**src/rtl/cpu_pkg.sv**
```systemverilog
// Shared types and default widths for the 16-bit CPU pipeline.
package cpu_pkg;

  localparam int unsigned CPU_DATA_W = 16;
  localparam int unsigned CPU_ADDR_W = 16;

  typedef enum logic [1:0] {
    IDLE   = 2'd0,
    ACCESS = 2'd1,
    ERR    = 2'd2
  } mem_state_t;

  // Control bundle captured from EX/MEM when a memory access is launched.
  typedef struct packed {
    logic rd;
    logic wr;
    logic wbs;
    logic ni;
  } mem_ctrl_t;

endpackage

```
**src/rtl/mem_timeout_counter.sv**
```systemverilog
// Saturating wait-cycle counter; expired_c flags the cycle whose increment reaches TIMEOUT.
module mem_timeout_counter #(
  parameter int unsigned TIMEOUT = 255
) (
  input  logic clk,
  input  logic rst,
  input  logic clear,
  input  logic enable,
  output logic expired_c
);

  localparam int unsigned CNT_W = $clog2(TIMEOUT + 1);

  logic [CNT_W-1:0] count;

  // Saturates at TIMEOUT so the counter can never wrap.
  always_ff @(posedge clk or posedge rst) begin
    if (rst) begin
      count <= '0;
    end else if (clear) begin
      count <= '0;
    end else if (enable && (count != CNT_W'(TIMEOUT))) begin
      count <= count + 1'b1;
    end
  end

  assign expired_c = enable && (count == CNT_W'(TIMEOUT - 1));

endmodule

```
**src/rtl/memory_access_stage.sv**
```systemverilog
// MEM pipeline stage: performs loads/stores over a req/ready bus, stalls upstream while busy,
// and presents registered results with a one-cycle valid strobe to the MEM/WB register.
module memory_access_stage
  import cpu_pkg::*;
#(
  parameter int unsigned DATA_W  = CPU_DATA_W,
  parameter int unsigned ADDR_W  = CPU_ADDR_W,
  parameter int unsigned TIMEOUT = 255
) (
  input  logic              clk,
  input  logic              rst,
  input  logic              valid_in,
  input  logic              mem_read_in,
  input  logic              mem_write_in,
  input  logic              wbs_in,
  input  logic              ni_in,
  input  logic [DATA_W-1:0] alu_result_in,
  input  logic [DATA_W-1:0] store_data_in,
  input  logic              flush,
  output logic              stall_out,
  output logic              mem_req,
  output logic              mem_we,
  output logic [ADDR_W-1:0] mem_addr,
  output logic [DATA_W-1:0] mem_wdata,
  input  logic              mem_ready,
  input  logic [DATA_W-1:0] mem_rdata,
  output logic              valid_out,
  output logic              wbs_out,
  output logic              ni_out,
  output logic [DATA_W-1:0] ALUresult_out,
  output logic [DATA_W-1:0] memData_out,
  output logic              bus_error
);

  mem_state_t        state, state_next;
  mem_ctrl_t         ctrl_q;
  logic [DATA_W-1:0] alu_q;
  logic              kill_q;

  logic              accept_c, alu_pass_c, launch_c, illegal_c, done_c, expired_c;
  logic              valid_d, wbs_d, ni_d, kill_d;
  logic [DATA_W-1:0] alu_d, mem_data_d;

  assign accept_c   = (state == IDLE) && valid_in && !flush;
  assign alu_pass_c = accept_c && !mem_read_in && !mem_write_in;
  assign launch_c   = accept_c && (mem_read_in ^ mem_write_in);
  assign illegal_c  = accept_c && mem_read_in && mem_write_in;
  assign done_c     = (state == ACCESS) && mem_ready;

  mem_timeout_counter #(
    .TIMEOUT (TIMEOUT)
  ) u_timeout (
    .clk       (clk),
    .rst       (rst),
    .clear     (launch_c),
    .enable    ((state == ACCESS) && !mem_ready),
    .expired_c (expired_c)
  );

  always_ff @(posedge clk or posedge rst) begin
    if (rst) begin
      state <= IDLE;
    end else begin
      state <= state_next;
    end
  end

  // ERR is terminal until reset; a completing access wins over a same-cycle timeout.
  always_comb begin
    state_next = state;
    case (state)
      IDLE: begin
        if (illegal_c) begin
          state_next = ERR;
        end else if (launch_c) begin
          state_next = ACCESS;
        end
      end
      ACCESS: begin
        if (mem_ready) begin
          state_next = IDLE;
        end else if (expired_c) begin
          state_next = ERR;
        end
      end
      ERR:     state_next = ERR;
      default: state_next = IDLE;
    endcase
  end

  // Next values for the result register and the kill flag.
  always_comb begin
    valid_d    = alu_pass_c || (done_c && !kill_q && !flush);
    alu_d      = alu_q;
    wbs_d      = ctrl_q.wbs;
    ni_d       = ctrl_q.ni;
    mem_data_d = (ctrl_q.rd && !ctrl_q.wr) ? mem_rdata : '0;
    kill_d     = kill_q;
    if (alu_pass_c) begin
      alu_d      = alu_result_in;
      wbs_d      = wbs_in;
      ni_d       = ni_in;
      mem_data_d = '0;
    end
    if (state_next == IDLE) begin
      kill_d = 1'b0;
    end else if ((state == ACCESS) && flush) begin
      kill_d = 1'b1;
    end
  end

  always_ff @(posedge clk or posedge rst) begin
    if (rst) begin
      stall_out     <= 1'b0;
      mem_req       <= 1'b0;
      mem_we        <= 1'b0;
      mem_addr      <= '0;
      mem_wdata     <= '0;
      valid_out     <= 1'b0;
      wbs_out       <= 1'b0;
      ni_out        <= 1'b0;
      ALUresult_out <= '0;
      memData_out   <= '0;
      bus_error     <= 1'b0;
      ctrl_q        <= '0;
      alu_q         <= '0;
      kill_q        <= 1'b0;
    end else begin
      stall_out <= (state_next != IDLE);
      mem_req   <= (state_next == ACCESS);
      bus_error <= bus_error || (state_next == ERR);
      valid_out <= valid_d;
      kill_q    <= kill_d;
      if (valid_d) begin
        ALUresult_out <= alu_d;
        memData_out   <= mem_data_d;
        wbs_out       <= wbs_d;
        ni_out        <= ni_d;
      end
      // Bus fields stay frozen for the whole access.
      if (launch_c) begin
        ctrl_q    <= '{rd: mem_read_in, wr: mem_write_in, wbs: wbs_in, ni: ni_in};
        alu_q     <= alu_result_in;
        mem_addr  <= ADDR_W'(alu_result_in);
        mem_we    <= mem_write_in;
        mem_wdata <= store_data_in;
      end
    end
  end

endmodule

```
**config.mk**
```make
export PLATFORM = sky130hd
export DESIGN_NAME = memory_access_stage
export DESIGN_NICKNAME = d
export VERILOG_FILES = /design/src/rtl/cpu_pkg.sv /design/src/rtl/mem_timeout_counter.sv /design/src/rtl/memory_access_stage.sv
export SDC_FILE = /design/constraint.sdc
export NUM_CORES = 1
export LEC_CHECK = 0
export BUFFER_PORTS_ARGS = -buffer_cell sky130_fd_sc_hd__buf_2
export CORE_UTILIZATION = 35
export DETAILED_ROUTE_END_ITERATION = 7
export PLACE_DENSITY_LB_ADDON = 0.12
export SETUP_SLACK_MARGIN = 0.2
export SKIP_LAST_GASP = 1
export SYNTH_ARGS = -nofsm -noshare
export SYNTH_HDL_FRONTEND = slang
export SYNTH_SLANG_ARGS = --single-unit
```
**constraint.sdc**
```tcl
create_clock -name clk -period 5.1 [get_ports clk]
set_input_delay 0.255 -clock clk [delete_from_list [all_inputs] [get_ports clk]]
set_output_delay 0.255 -clock clk [all_outputs]
set_load 0.01 [all_outputs]
```
After elaboration in Yosys (flattened, before gate mapping)
Index checks and enable logic that the tools add are counted.
{ "totals": {"register_bits": 85, "out_inout_bits": 71, "word_cells": 67} }
{ "op_classes": {"n_addsub": 1, "eq_ne": 6, "n_mux": 14, "bitwise": 1, "reduce_logical": 28} }
{ "ops": {"columns": ["cell", "n"], "rows": [
  ["2-to-1 mux 16 bit", 3],
  ["2-to-1 mux 8 bit", 2],
  ["logical AND 1 bit", 15],
  ["adder 8 x 1 -> 8 bit, second input constant", 1],
  ["== test 8 bit, second input constant", 1],
  ["2-to-1 mux 2 bit", 4],
  ["!= test 8 bit, second input constant", 1],
  ["logical NOT 1 bit", 6],
  ["case mux 2 bit (3 select lines)", 1],
  ["nonzero test 2 bit", 3],
  ["== test 2 x 1 -> 1 bit, second input constant", 2],
  ["== test 2 bit, second input constant", 2],
  ["logical NOT 2 bit", 2],
  ["2-to-1 mux 1 bit", 4],
  ["logical OR 1 bit", 2],
  ["XOR 1 bit", 1]
]} }

Longest topological paths before layout
Gate-level depths: netlist of the first run.
{ "logic_depth": {"depth_word": 9, "depth_mapped": 6, "depth_no_buf": 4} }

Modules after synthesis
Synthesis of the first run repeated with hierarchy kept, for this count alone.
{ "unflattened": {"hier_cells": 339, "area_unflattened_um2": 3870.0} }
{ "by_module_without_submodules": {"columns": ["mod", "n_inst", "cells_per_inst", "area_per_inst_um2", "seq_area_each_um2"], "rows": [
  ["memory_access_stage", 1, 289, 3427.0, 1926.8],
  ["mem_timeout_counter", 1, 50, 442.9, 200.2]
]} }

Least setup slack after synthesis of the first run
OpenSTA, ideal clock, no wires.
{ "synth_path": {"kind": "reg2reg", "startpoint": "reg state[1]", "endpoint": "reg mem_wdata[0]", "setup_time_ns": 0.125, "t_arrival_ns": 1.895, "required_ns": 4.975, "slack_ns": 3.080, "path_stages_with_launch": 7, "period_less_slack_ns": 2.020, "path_cell_list": "dfrtp_1 -> or4b_1 -> buf_2 -> or2_4 -> buf_6 -> buf_6 -> mux2_4"} }
{ "synth_via": {"elab_chain_cells": 4} }
{ "synth_rtl": {"columns": ["item", "line", "text"], "rows": [
  ["from (decl)", "memory_access_stage.sv:35", "mem_state_t state, state_next;"],
  ["from (signal assigned)", "memory_access_stage.sv:64", "state <= state_next;"],
  ["logical NOT 2 bit", "memory_access_stage.sv:44", "assign accept_c = (state == IDLE) && valid_in && !flush;"],
  ["logical AND 1 bit (2 in series)", "memory_access_stage.sv:44", null],
  ["logical AND 1 bit", "memory_access_stage.sv:46", "assign launch_c = accept_c && (mem_read_in ^ mem_write_in);"],
  ["to (signal assigned)", "memory_access_stage.sv:146", "mem_wdata <= store_data_in;"],
  ["to (decl)", "memory_access_stage.sv:24", "output logic [DATA_W-1:0] mem_wdata,"]
]} }
No other way between the ends.
A chain may end at the register's enable or synchronous reset.

Worst setup path in the final report of the first run
{ "layout_path": {"startpoint": "reg state[1]", "endpoint": "reg u_timeout.count[1]"} }
{ "layout_via": {"elab_chain_cells": 5} }
{ "layout_rtl": {"columns": ["item", "line", "text"], "rows": [
  ["logical NOT 2 bit", "memory_access_stage.sv:44", null],
  ["logical AND 1 bit (2 in series)", "memory_access_stage.sv:44", null],
  ["logical AND 1 bit", "memory_access_stage.sv:46", null],
  ["2-to-1 mux 8 bit or nonzero test 2 bit (tied branches)", null, null],
  ["to (signal assigned)", "mem_timeout_counter.sv:23", "count <= count + 1'b1;"],
  ["to (decl)", "mem_timeout_counter.sv:14", "logic [CNT_W-1:0] count;"]
]} }
Several ways; a longest one is shown, not always the timed one.

==> flow_metrics.tcl, run 1 <==
set metrics [dict create \
    status "finished clean" \
    gp_congestion 0.811 \
    synth-seq-cells 85 \
    path_cells "nor3b_1, o21ai_0, mux2i_1" \
    grt.overflow.total 0 \
    hold_viol_final 0 \
    wl_um 9000 \
    ant_nets 0 \
    synthAdderAreaFrac_pct 0.682 \
    fin_nets 475 \
    use_met1_pct 25.2 \
    placement.io_buffers 127 \
    wire_per_inst_um 16.2 \
    clock.fmax_mhz 452 \
    grt_max_degree 69 \
    power_per_cell_area_mw_per_mm2 481 \
    syn_inst 295 \
    multi_input_area_mm2 0.00144 \
    hold_path_depth 2 \
    p_leak_nw 2.36 \
    fin_util_pct 45.1 \
    worstHoldEndpoint "mem_wdata[13]$_DFFE_PP0N_" \
    syn_nets 354 \
    r2r_slack_ns 2.89 \
    grt_pass1_wl_um 14900 \
    setup_violations 0 \
    grt_usage_pct 17.5 \
    fp.dieW_um 104 \
    drc 0 \
    dpl_cell_area_mm2 0.00441 \
    initial_core_util_pct 35.9 \
    cts_sinks 85 \
    clk_latency_ns 0.35 \
    vias 2847 \
    fin_crit_sh_pct 43.4 \
    root_buffer "clkbuf_8" \
    core_mm2 0.0102 \
    post-cts-setup-buffer-count 0 \
    grt_pass1_vias 2830 \
    fin_skew_ns 0.00919 \
    busiest_layer "met2" \
    fin_area_mm2 0.00462 \
    yosys_warnings 0 \
    min-delay-start "store_data_in[13]" \
    htreeDepth 3 \
    regArea_mm2 0.00213 \
    slowest_stage "nor3b_1" \
    worst_ep_required_time_ns 5.32 \
    antenna_found_initial 0 \
    cts_resized 0 \
    clockBufferDepth 2 \
    numCtsBuffers 9 \
    netlist_area_mm2 0.00367 \
    yosysUniqueCellTypes 39 \
    nFillCells 973 \
    fin_crit_ns 2.21 \
    fin_tns_setup_ns 0 \
    layout-drive-gt1-share_pct 43.9 \
    slew_viol_final 0 \
    end_kind "register" \
    max_stage_delay_ns 0.96 \
    synth-async-reset-ratio_pct 100 \
    ys_seq_area_share_pct 58.0 \
    synth_mux_area_share_pct 12.4 \
    synth_flop_cell "dfrtp_1" \
    rows 37 \
    ff2ff_path_depth 3 \
    synth_top_family_by_area "compound AO/OA/AOI/OAI gates" \
    min_path_type "input port to register" \
    cts_tree "yes" \
    clk_pin_slew_worst_paths_ns 0.08 \
    r2r-end "u_timeout.count[1]$_DFFE_PP0P_" \
    die_h_um 104 \
    drt_pass1_iterations 4 \
    grt_use_met3_pct 3.26 \
    synth-compound-area-share_pct 14.2 \
    place_hpwl_um 5820 \
    drt-initial-drc-count 133 \
    ios 128 \
    drv_cap 0 \
    syn_avg_cell_area_um2 12.4 \
    syn2layout_area_growth_pct 25.9 \
    diodes 0 \
    critPathMaxFanout 12 \
    peakVddDrop_mv 0.195 \
    startpoint_type "register" \
    worstPathArrival_ns 2.43 \
    postCtsHoldBufs 1 \
    yosys.area_share.simple_pct 11.2 \
    viasPerCell 5.11 \
    rsz0062_at_grt "false" \
    die_area_mm2 0.0109 \
    crit_type "register to register" \
    met2_usage_pct 25.5 \
    synthXorXnorAreaFrac_pct 0.239 \
    reg2reg_from "state[1]$_DFF_PP0_" \
    relSlewSlack_pct 23.6 \
    tightest_slew_ns 1.14 \
    synth_edf_count 0 \
]
-- final cells by class --
| type | instances | area share [%] |
|---|---|---|
| inverter | 5 | 0.434 |
| multi-input combinational | 184 | 31.2 |
| clock inverter | 4 | 1.03 |
| sequential | 85 | 46.1 |
| timing repair buffer | 131 | 14.5 |
| tap | 136 | 3.69 |
| clock buffer | 12 | 3.14 |
-- worst max-delay path, delay by kind of cell, from the launching register on --
kind	cells	cell delay (ns)
AO/OA/AOI/OAI	1	0.45
flip-flops	1	0.46
multiplexers	1	0.21
AND/OR/NAND/NOR	1	0.96
-- cells by family (layout without fill, tap and decap cells) --
logic type               Yosys count  count (layout)
multiplexers                      39              39
AND/OR/NAND/NOR                   65              65
XOR/XNOR                           1               1
AO/OA/AOI/OAI                     77              77
flip-flops                        85              85
buffers and inverters             26             152
adder cells (fa/ha/maj)            2               2
-- cell usage after synthesis, types with 3 or more instances --
| master | instances | area, um^2 |
|---|---|---|
| mux2_2 | 29 | 327 |
| a21oi_1 | 18 | 90.1 |
| nor2b_1 | 3 | 18.8 |
| nand3_1 | 3 | 15.0 |
| mux2_4 | 6 | 90.1 |
| a221o_1 | 18 | 180 |
| nor2_1 | 4 | 15.0 |
| o21ai_0 | 28 | 140 |
| nand2_1 | 3 | 11.3 |
| dfrtp_1 | 85 | 2130 |
| and3_1 | 22 | 138 |
| buf_2 | 6 | 30.0 |
| mux2i_1 | 4 | 40.0 |
| clkbuf_1 | 12 | 45.0 |
| nand4_1 | 18 | 113 |
| inv_1 | 5 | 18.8 |
-- worst max path at each step --
stage / startpoint / to / slack [ns] / depth (start not counted)
2_1_floorplan: rst / ALUresult_out[0]$_DFFE_PP0P_ / 2.65 / 1
3_3_place_gp: mem_ready / u_timeout.count[1]$_DFFE_PP0P_ / 2.84 / 4
3_5_place_dp: mem_ready / u_timeout.count[1]$_DFFE_PP0P_ / 2.71 / 4
4_1_cts: state[1]$_DFF_PP0_ / mem_wdata[4]$_DFFE_PP0N_ / 2.88 / 3
5_1_grt: state[0]$_DFF_PP0_ / u_timeout.count[1]$_DFFE_PP0P_ / 2.58 / 3
6_report: state[1]$_DFF_PP0_ / u_timeout.count[1]$_DFFE_PP0P_ / 2.89 / 3
-- routing by layer --
metal	share of wire, %	vias up	wire, um
met5	0	-	0
met4	0.98	0	88
met3	4.3	6	384
met2	46	76	4160
met1	49	1407	4370
li1	-	1358	-
-- power by group --
group / switching (mW) / leakage [nW] / internal, mW
clock: 0.234 / 0.0964 / 0.239
sequential: 0.137 / 1.08 / 0.909
combinational: 0.339 / 1.18 / 0.364
total: 0.710 / 2.36 / 1.51
-- state kept, by name, summed over array words and instances (netlist names), 2 cells and up --
register,cells
ALUresult_out,16
alu_q,16
memData_out,16
mem_wdata,16
u_timeout.count,8
ctrl_q,4
state,2
-- cells in the final DEF, fill, tap and decap left out, types with 2 or more instances in the layout --
cell type / synthesis / final
buf_4: 0 / 3
inv_1: 5 / 4
ha_1: 2 / 2
or4b_1: 2 / 2
mux2_2: 29 / 29
o21ai_0: 28 / 28
a211oi_1: 2 / 2
clkbuf_1: 12 / 2
a221o_1: 18 / 18
nor2b_1: 3 / 3
clkinv_2: 0 / 3
a41oi_1: 2 / 2
and3_1: 22 / 22
nand2_1: 3 / 3
nand4_1: 18 / 18
and4_1: 2 / 2
nand3_1: 3 / 3
and2_1: 2 / 2
buf_2: 6 / 127
dfrtp_1: 85 / 85
clkbuf_8: 0 / 10
o21bai_1: 2 / 2
mux2_4: 6 / 6
nor2_1: 4 / 3
a21oi_1: 18 / 18
mux2i_1: 4 / 4
-- stage by stage --
| step | total power [mW] | worst slack [ns] | hold slack [ns] | instances |
|---|---|---|---|---|
| finish | 2.22 | 2.89 | 0.130 | 557 |
| floorplan | 1.45 | 2.65 | 0.364 | 295 |
| detailed placement | 1.77 | 2.71 | 0.219 | 540 |
| global placement | 1.76 | 2.84 | 0.221 | 540 |
| CTS | 2.26 | 2.88 | 0.111 | 557 |
| global route | 2.36 | 2.58 | 0.118 | 557 |
No activity file was read; power rests on OpenSTA's default activity.
==> inputs of run 2 (changes only) <==
- ABC_AREA: unset -> 1
- clock period: 5.1 -> 2.3 ns (I/O delays scaled with it)
==> flow_metrics.tcl, run 2 <==
set metrics [dict create \
    rsz0062_at_grt "false" \
    htreeDepth 3 \
    min-delay-start "wbs_in" \
    ios 128 \
    p_leak_nw 2.68 \
    cts_sinks 85 \
    fin_crit_ns 1.68 \
    end_kind "register" \
    layout_common_cells "nand2_1, buf_2, dfrtp_1" \
    fin_crit_sh_pct 73.0 \
    hold_viol_final 0 \
    reg2reg_from "state[1]$_DFF_PP0_" \
    p_sw_share_pct 36.6 \
    die_area_mm2 0.0112 \
    worst_slack_ns 0.622 \
    worstPathArrival_ns 1.96 \
    hold_path_depth 3 \
    ant_nets 0 \
    antenna_found_initial 0 \
    syn2layout_area_growth_pct 33.0 \
    syn_nets 491 \
    tightest_slew_ns 0.565 \
    worstHoldEndpoint "ctrl_q[1]$_DFFE_PP0N_" \
    placement.io_buffers 127 \
    drt-initial-drc-count 149 \
    seq_power_share_pct 46.4 \
    synth-seq-cells 85 \
    synth.top_cell.area_share_pct 56.3 \
    fp.dieW_um 106 \
    fin_area_mm2 0.00502 \
    vias 3327 \
    max_stage_delay_ns 0.43 \
    grt_max_degree 63 \
    setup_violations 0 \
    drt_pass1_iterations 4 \
    relSlewSlack_pct 62.4 \
    die_h_um 106 \
    fin_skew_ns 0.0107 \
    numCtsBuffers 9 \
    synth_common_cells "nand2_1, dfrtp_1, nand3_1" \
    path_delay_family "simple AND/OR/NAND/NOR gates" \
    cts_tree "yes" \
    worst_ep_required_time_ns 2.58 \
    power.switching_mw 1.90 \
    root_buffer "clkbuf_8" \
    place_inst 682 \
    final_cell_count_no_fill 731 \
    gp_congestion 0.771 \
    synth_edf_count 0 \
    min_path_type "input port to register" \
    syn_avg_cell_area_um2 8.75 \
    yosysTopAreaCell "dfrtp_1" \
    grt_pass1_vias 3295 \
    p_comb_share_pct 33.3 \
    p_clk_share_pct 20.2 \
    wl_um 9500 \
    slew_viol_final 0 \
    worstSetupStartpoint "state[1]$_DFF_PP0_" \
    viasPerCell 4.55 \
    diodes 0 \
    path_buf_inv 2 \
    yosysUniqueCellTypes 25 \
    r2r-end "memData_out[10]$_DFFE_PP0P_" \
    fin_tns_setup_ns 0 \
    drv_cap 0 \
    startpoint_type "register" \
    crit_top_cell "nand2_1" \
    place_hpwl_um 6170 \
    crit_type "register to register" \
    grt_usage_pct 17.7 \
    core_mm2 0.0104 \
    fin_util_pct 48.2 \
    synth.top_cells.by_area "dfrtp_1, nand2_1, nand3_1, o21ai_2, buf_6" \
    yosys_warnings 0 \
    syn_inst 432 \
    netlist_area_mm2 0.00378 \
    ff2ff_path_depth 8 \
    synth_most_common_cell "nand2_1" \
    status "finished clean" \
    ys_seq_area_share_pct 56.3 \
    initial_core_util_pct 36.3 \
    cts_resized 0 \
    synth_flop_cell "dfrtp_1" \
    grt_pass1_wl_um 15700 \
    synth-async-reset-ratio_pct 100 \
    layout_commonest_cell "nand2_1" \
    r2r_slack_ns 0.62 \
    clock.fmax_mhz 596 \
    slowest_stage "inv_4" \
    critPathMaxFanout 50 \
    rows 37 \
    clk_pin_slew_worst_paths_ns 0.09 \
    dpl_cell_area_mm2 0.00450 \
    grt.overflow.total 0 \
    p_int_mw 3.29 \
    peakVddDrop_mv 0.399 \
    path_cells "inv_2, nand2_1, nor2_8, nand2_4, nand2_2, inv_4, nand2_1, o21ai_2" \
    fin_nets 649 \
    clk_latency_ns 0.35 \
    layout-drive-gt1-share_pct 30.9 \
    power_per_cell_area_mw_per_mm2 1030 \
    dp_worst_setup_slack_ns 0.617 \
    wire_per_inst_um 13.0 \
    drc 0 \
    clockBufferDepth 2 \
]
run 2: changes by cell type after synthesis, moves of 12 or more:
cell / before / now
a221o_1: 18 / 0
nor2_1: 4 / 16
o21ai_0: 28 / 3
and3_1: 22 / 0
mux2_2: 29 / 0
clkbuf_1: 12 / 0
nand4_1: 18 / 2
o21ai_2: 0 / 16
nand3_1: 3 / 60
nand2_1: 3 / 189
a21oi_1: 18 / 0
run 2: logic make-up (layout without fill, tap and decap cells):
kind of cell    count (synthesis)  after routing  share of synthesized area, %
buf+inv                        40            203                          5.89
compound gates                 24             24                          5.10
flops                          85             85                          56.3
xor+xnor                        3              3                         0.695
fa+ha+maj                       2              2                         0.662
simple gates                  278            278                          31.4
run 2: per-stage QoR:
step | hold WS, ns | power [mW]
6_report | 0.0239 | 5.19
5_1_grt | 0.0109 | 5.59
4_1_cts | 0.00667 | 5.26
3_5_place_dp | 0.205 | 4.14
3_3_place_gp | 0.199 | 4.11
2_1_floorplan | 0.225 | 3.39
run 2: layer usage:
layer | wire length, um | vias to the layer above | share of wire, % | track usage, %
met5 | 0 | - | 0 | 0
met4 | 137 | 0 | 1.4 | 6.05
met3 | 480 | 13 | 5.1 | 3.56
met2 | 4520 | 94 | 48 | 30.5
met1 | 4370 | 1535 | 46 | 22.1
li1 | - | 1685 | - | -
run 2: worst max-delay path by stage:
| stage | slack, ns | cells past startpoint | end |
|---|---|---|---|
| after global routing | 0.46 | 9 | u_timeout.count[4]$_DFFE_PP0P_ |
| after floorplan | 1.00 | 9 | u_timeout.count[3]$_DFFE_PP0P_ |
| final | 0.62 | 8 | memData_out[10]$_DFFE_PP0P_ |
| after detailed placement | 0.62 | 9 | u_timeout.count[4]$_DFFE_PP0P_ |
| after CTS | 0.60 | 9 | u_timeout.count[3]$_DFFE_PP0P_ |
| after global placement | 0.67 | 9 | u_timeout.count[3]$_DFFE_PP0P_ |
run 2: final cells by class:
cell class              instances  area, um^2
repair buffers                166        1020
fillers                      1024        5390
clock inverters                 5        58.8
flip-flops and latches         85        2130
well taps                     136         170
clock buffers                  11         131
multi-input cells             307        1430
inverters                      21        85.1
run 2: tightest hold or removal path, stage by stage:
cell,delay (ns)
buf_2,0.11
nand2_1,0.05
nand2_1,0.05
run 2: what timing repair did:
action                                  CTS  global route
hold buffers                             33             0
setup buffers                             0             0
hold endpoints to repair                 69             0
endpoints found under the setup margin    0             0
run 2: power groups by stage:
stage	clock [mW]	sequential, mW	combinational, mW
2_1_floorplan	0	2.63	0.755
3_3_place_gp	0	2.42	1.68
3_5_place_dp	0	2.43	1.71
4_1_cts	1.09	2.41	1.76
5_1_grt	1.16	2.49	1.94
6_report	1.05	2.41	1.73
==> inputs of run 3 (changes only) <==
- clock period: 2.3 -> 1.5 ns (I/O delays scaled with it)
==> flow_metrics.tcl, run 3 (synthesis results as in run 2) <==
set metrics [dict create \
    status "finished clean" \
    p_sw_share_pct 36.8 \
    startpoint_type "register" \
    ant_nets 0 \
    setup_violations 0 \
    ios 128 \
    fp.dieW_um 106 \
    rows 37 \
    fin_crit_sh_pct 86.7 \
    htreeDepth 3 \
    wl_um 10400 \
    fin_tns_setup_ns 0 \
    min_path_type "input port to register" \
    grt.overflow.total 0 \
    drt-initial-drc-count 138 \
    wire_per_inst_um 13.6 \
    max_stage_delay_ns 0.47 \
    layout_common_cells "nand2_1, buf_2, dfrtp_1" \
    rsz0062_at_grt "true" \
    clock.fmax_mhz 769 \
    crit_type "register to register" \
    drv_cap 0 \
    path_buf_inv 2 \
    fin_crit_ns 1.30 \
    diodes 0 \
    cts_tree "yes" \
    clk_latency_ns 0.35 \
    layout_commonest_cell "nand2_1" \
    tightest_slew_ns 0.477 \
    slew_viol_final 0 \
    root_buffer "clkbuf_8" \
    relSlewSlack_pct 68.2 \
    drt_pass1_iterations 4 \
    grt_pass1_vias 3434 \
    critPathMaxFanout 4 \
    p_leak_nw 2.91 \
    slowest_stage "dfrtp_2" \
    p_int_mw 5.32 \
    p_clk_share_pct 19.6 \
    layout-drive-gt1-share_pct 39.2 \
    grt_max_degree 86 \
    peakVddDrop_mv 0.647 \
    initial_core_util_pct 36.3 \
    die_h_um 106 \
    power_per_cell_area_mw_per_mm2 1480 \
    place_hpwl_um 6370 \
    fin_skew_ns 0.00832 \
    end_kind "register" \
    placement.io_buffers 127 \
    clockBufferDepth 2 \
    cts_sinks 85 \
    gp_congestion 0.828 \
    path_cells "ha_4, inv_2, nor2_4, buf_4, a21oi_4, nand4_1, nand2_1" \
    antenna_found_initial 0 \
    path_delay_family "flip-flops" \
    whs_ns 0.0219 \
    p_comb_share_pct 35.7 \
    place_inst 691 \
    drc 0 \
    hold_viol_final 0 \
    viasPerCell 4.57 \
    power_mw 8.41 \
    seq_power_share_pct 44.7 \
    worstPathArrival_ns 1.59 \
    power.switching_mw 3.09 \
    fin_nets 685 \
    vias 3499 \
    clk_pin_slew_worst_paths_ns 0.08 \
    worst_ep_required_time_ns 1.79 \
    core_mm2 0.0104 \
    die_area_mm2 0.0112 \
    numCtsBuffers 9 \
    grt_usage_pct 18.7 \
    final_cell_count_no_fill 766 \
    grt_pass1_wl_um 16500 \
    syn2layout_area_growth_pct 50.1 \
]
-- run 3: changes by cell type in the layout (fill, tap and decap cells not counted), sizes merged --
| cell | delta |
|---|---|
| inv | -2 |
| buf | +16 |
| clkinvlp | +1 |
| dlygate4sd3 | +18 |
| clkinv | +1 |
| clkbuf | +1 |
-- run 3: power groups by stage --
stage	clock network, mW	registers [mW]	logic (mW)
2_1_floorplan	0	4.04	1.16
3_3_place_gp	0	3.71	2.61
3_5_place_dp	0	3.73	2.65
4_1_cts	1.70	3.70	2.84
5_1_grt	1.79	3.87	3.34
6_report	1.65	3.76	3.00
-- run 3: worst paths after layout --
check	slack (ns)	depth (start not counted)	end	from
worst max register to register	0.20	7	u_timeout.count[6]$_DFFE_PP0P_	u_timeout.count[1]$_DFFE_PP0P_
worst min-delay path	0.02	3	ctrl_q[3]$_DFFE_PP0N_	mem_read_in
worst max-delay path	0.20	7	u_timeout.count[6]$_DFFE_PP0P_	u_timeout.count[1]$_DFFE_PP0P_
max in group asynchronous	0.73	4	u_timeout.count[6]$_DFFE_PP0P_	rst
worst min register to register	0.47	1	bus_error$_DFF_PP0_	bus_error$_DFF_PP0_
min in group asynchronous	0.39	4	bus_error$_DFF_PP0_	rst
-- run 3: area by class of cell --
cell class	instances	area [um^2]
well taps	136	170
clock inverters	5	61.3
fillers	957	4750
inverters	21	101
flip-flops and latches	85	2130
multi-input cells	307	1620
repair buffers	202	1450
clock buffers	10	138
-- run 3: worst register-to-register path, cell delays in order (launching register included) --
cell and delay, ns:
dfrtp_2 0.47, ha_4 0.18, inv_2 0.06, nor2_4 0.04, buf_4 0.14, a21oi_4 0.18
nand4_1 0.10, nand2_1 0.08
-- run 3: metal layers --
layer / vias up / wire [um] / global-route usage [%]
met5: - / 0 / 0
met4: 0 / 105 / 6.25
met3: 12 / 423 / 2.82
met2: 90 / 5220 / 32.4
met1: 1644 / 4670 / 23.8
li1: 1753 / - / -
-- run 3: through the flow --
step | instance area (um^2) | setup slack [ns] | util [%]
after floorplan | 3780 | 0.204 | -
after global placement | 4580 | 0.166 | 44.0
after detailed placement | 4580 | 0.123 | 44.0
after CTS | 5380 | 0.205 | 51.6
after global routing | 5670 | 0.137 | 54.4
final | 5670 | 0.199 | 54.4
-- run 3: repair_timing --
| item | in CTS | in global routing |
|---|---|---|
| resized for setup | 16 | 60 |
| buffers inserted | 3 | 3 |
| hold buffers | 49 | 2 |
| setup endpoints to repair | 75 | 80 |
| hold endpoints to repair | 151 | 2 |
| cloned | 1 | 2 |
| pin swaps | 2 | 11 |
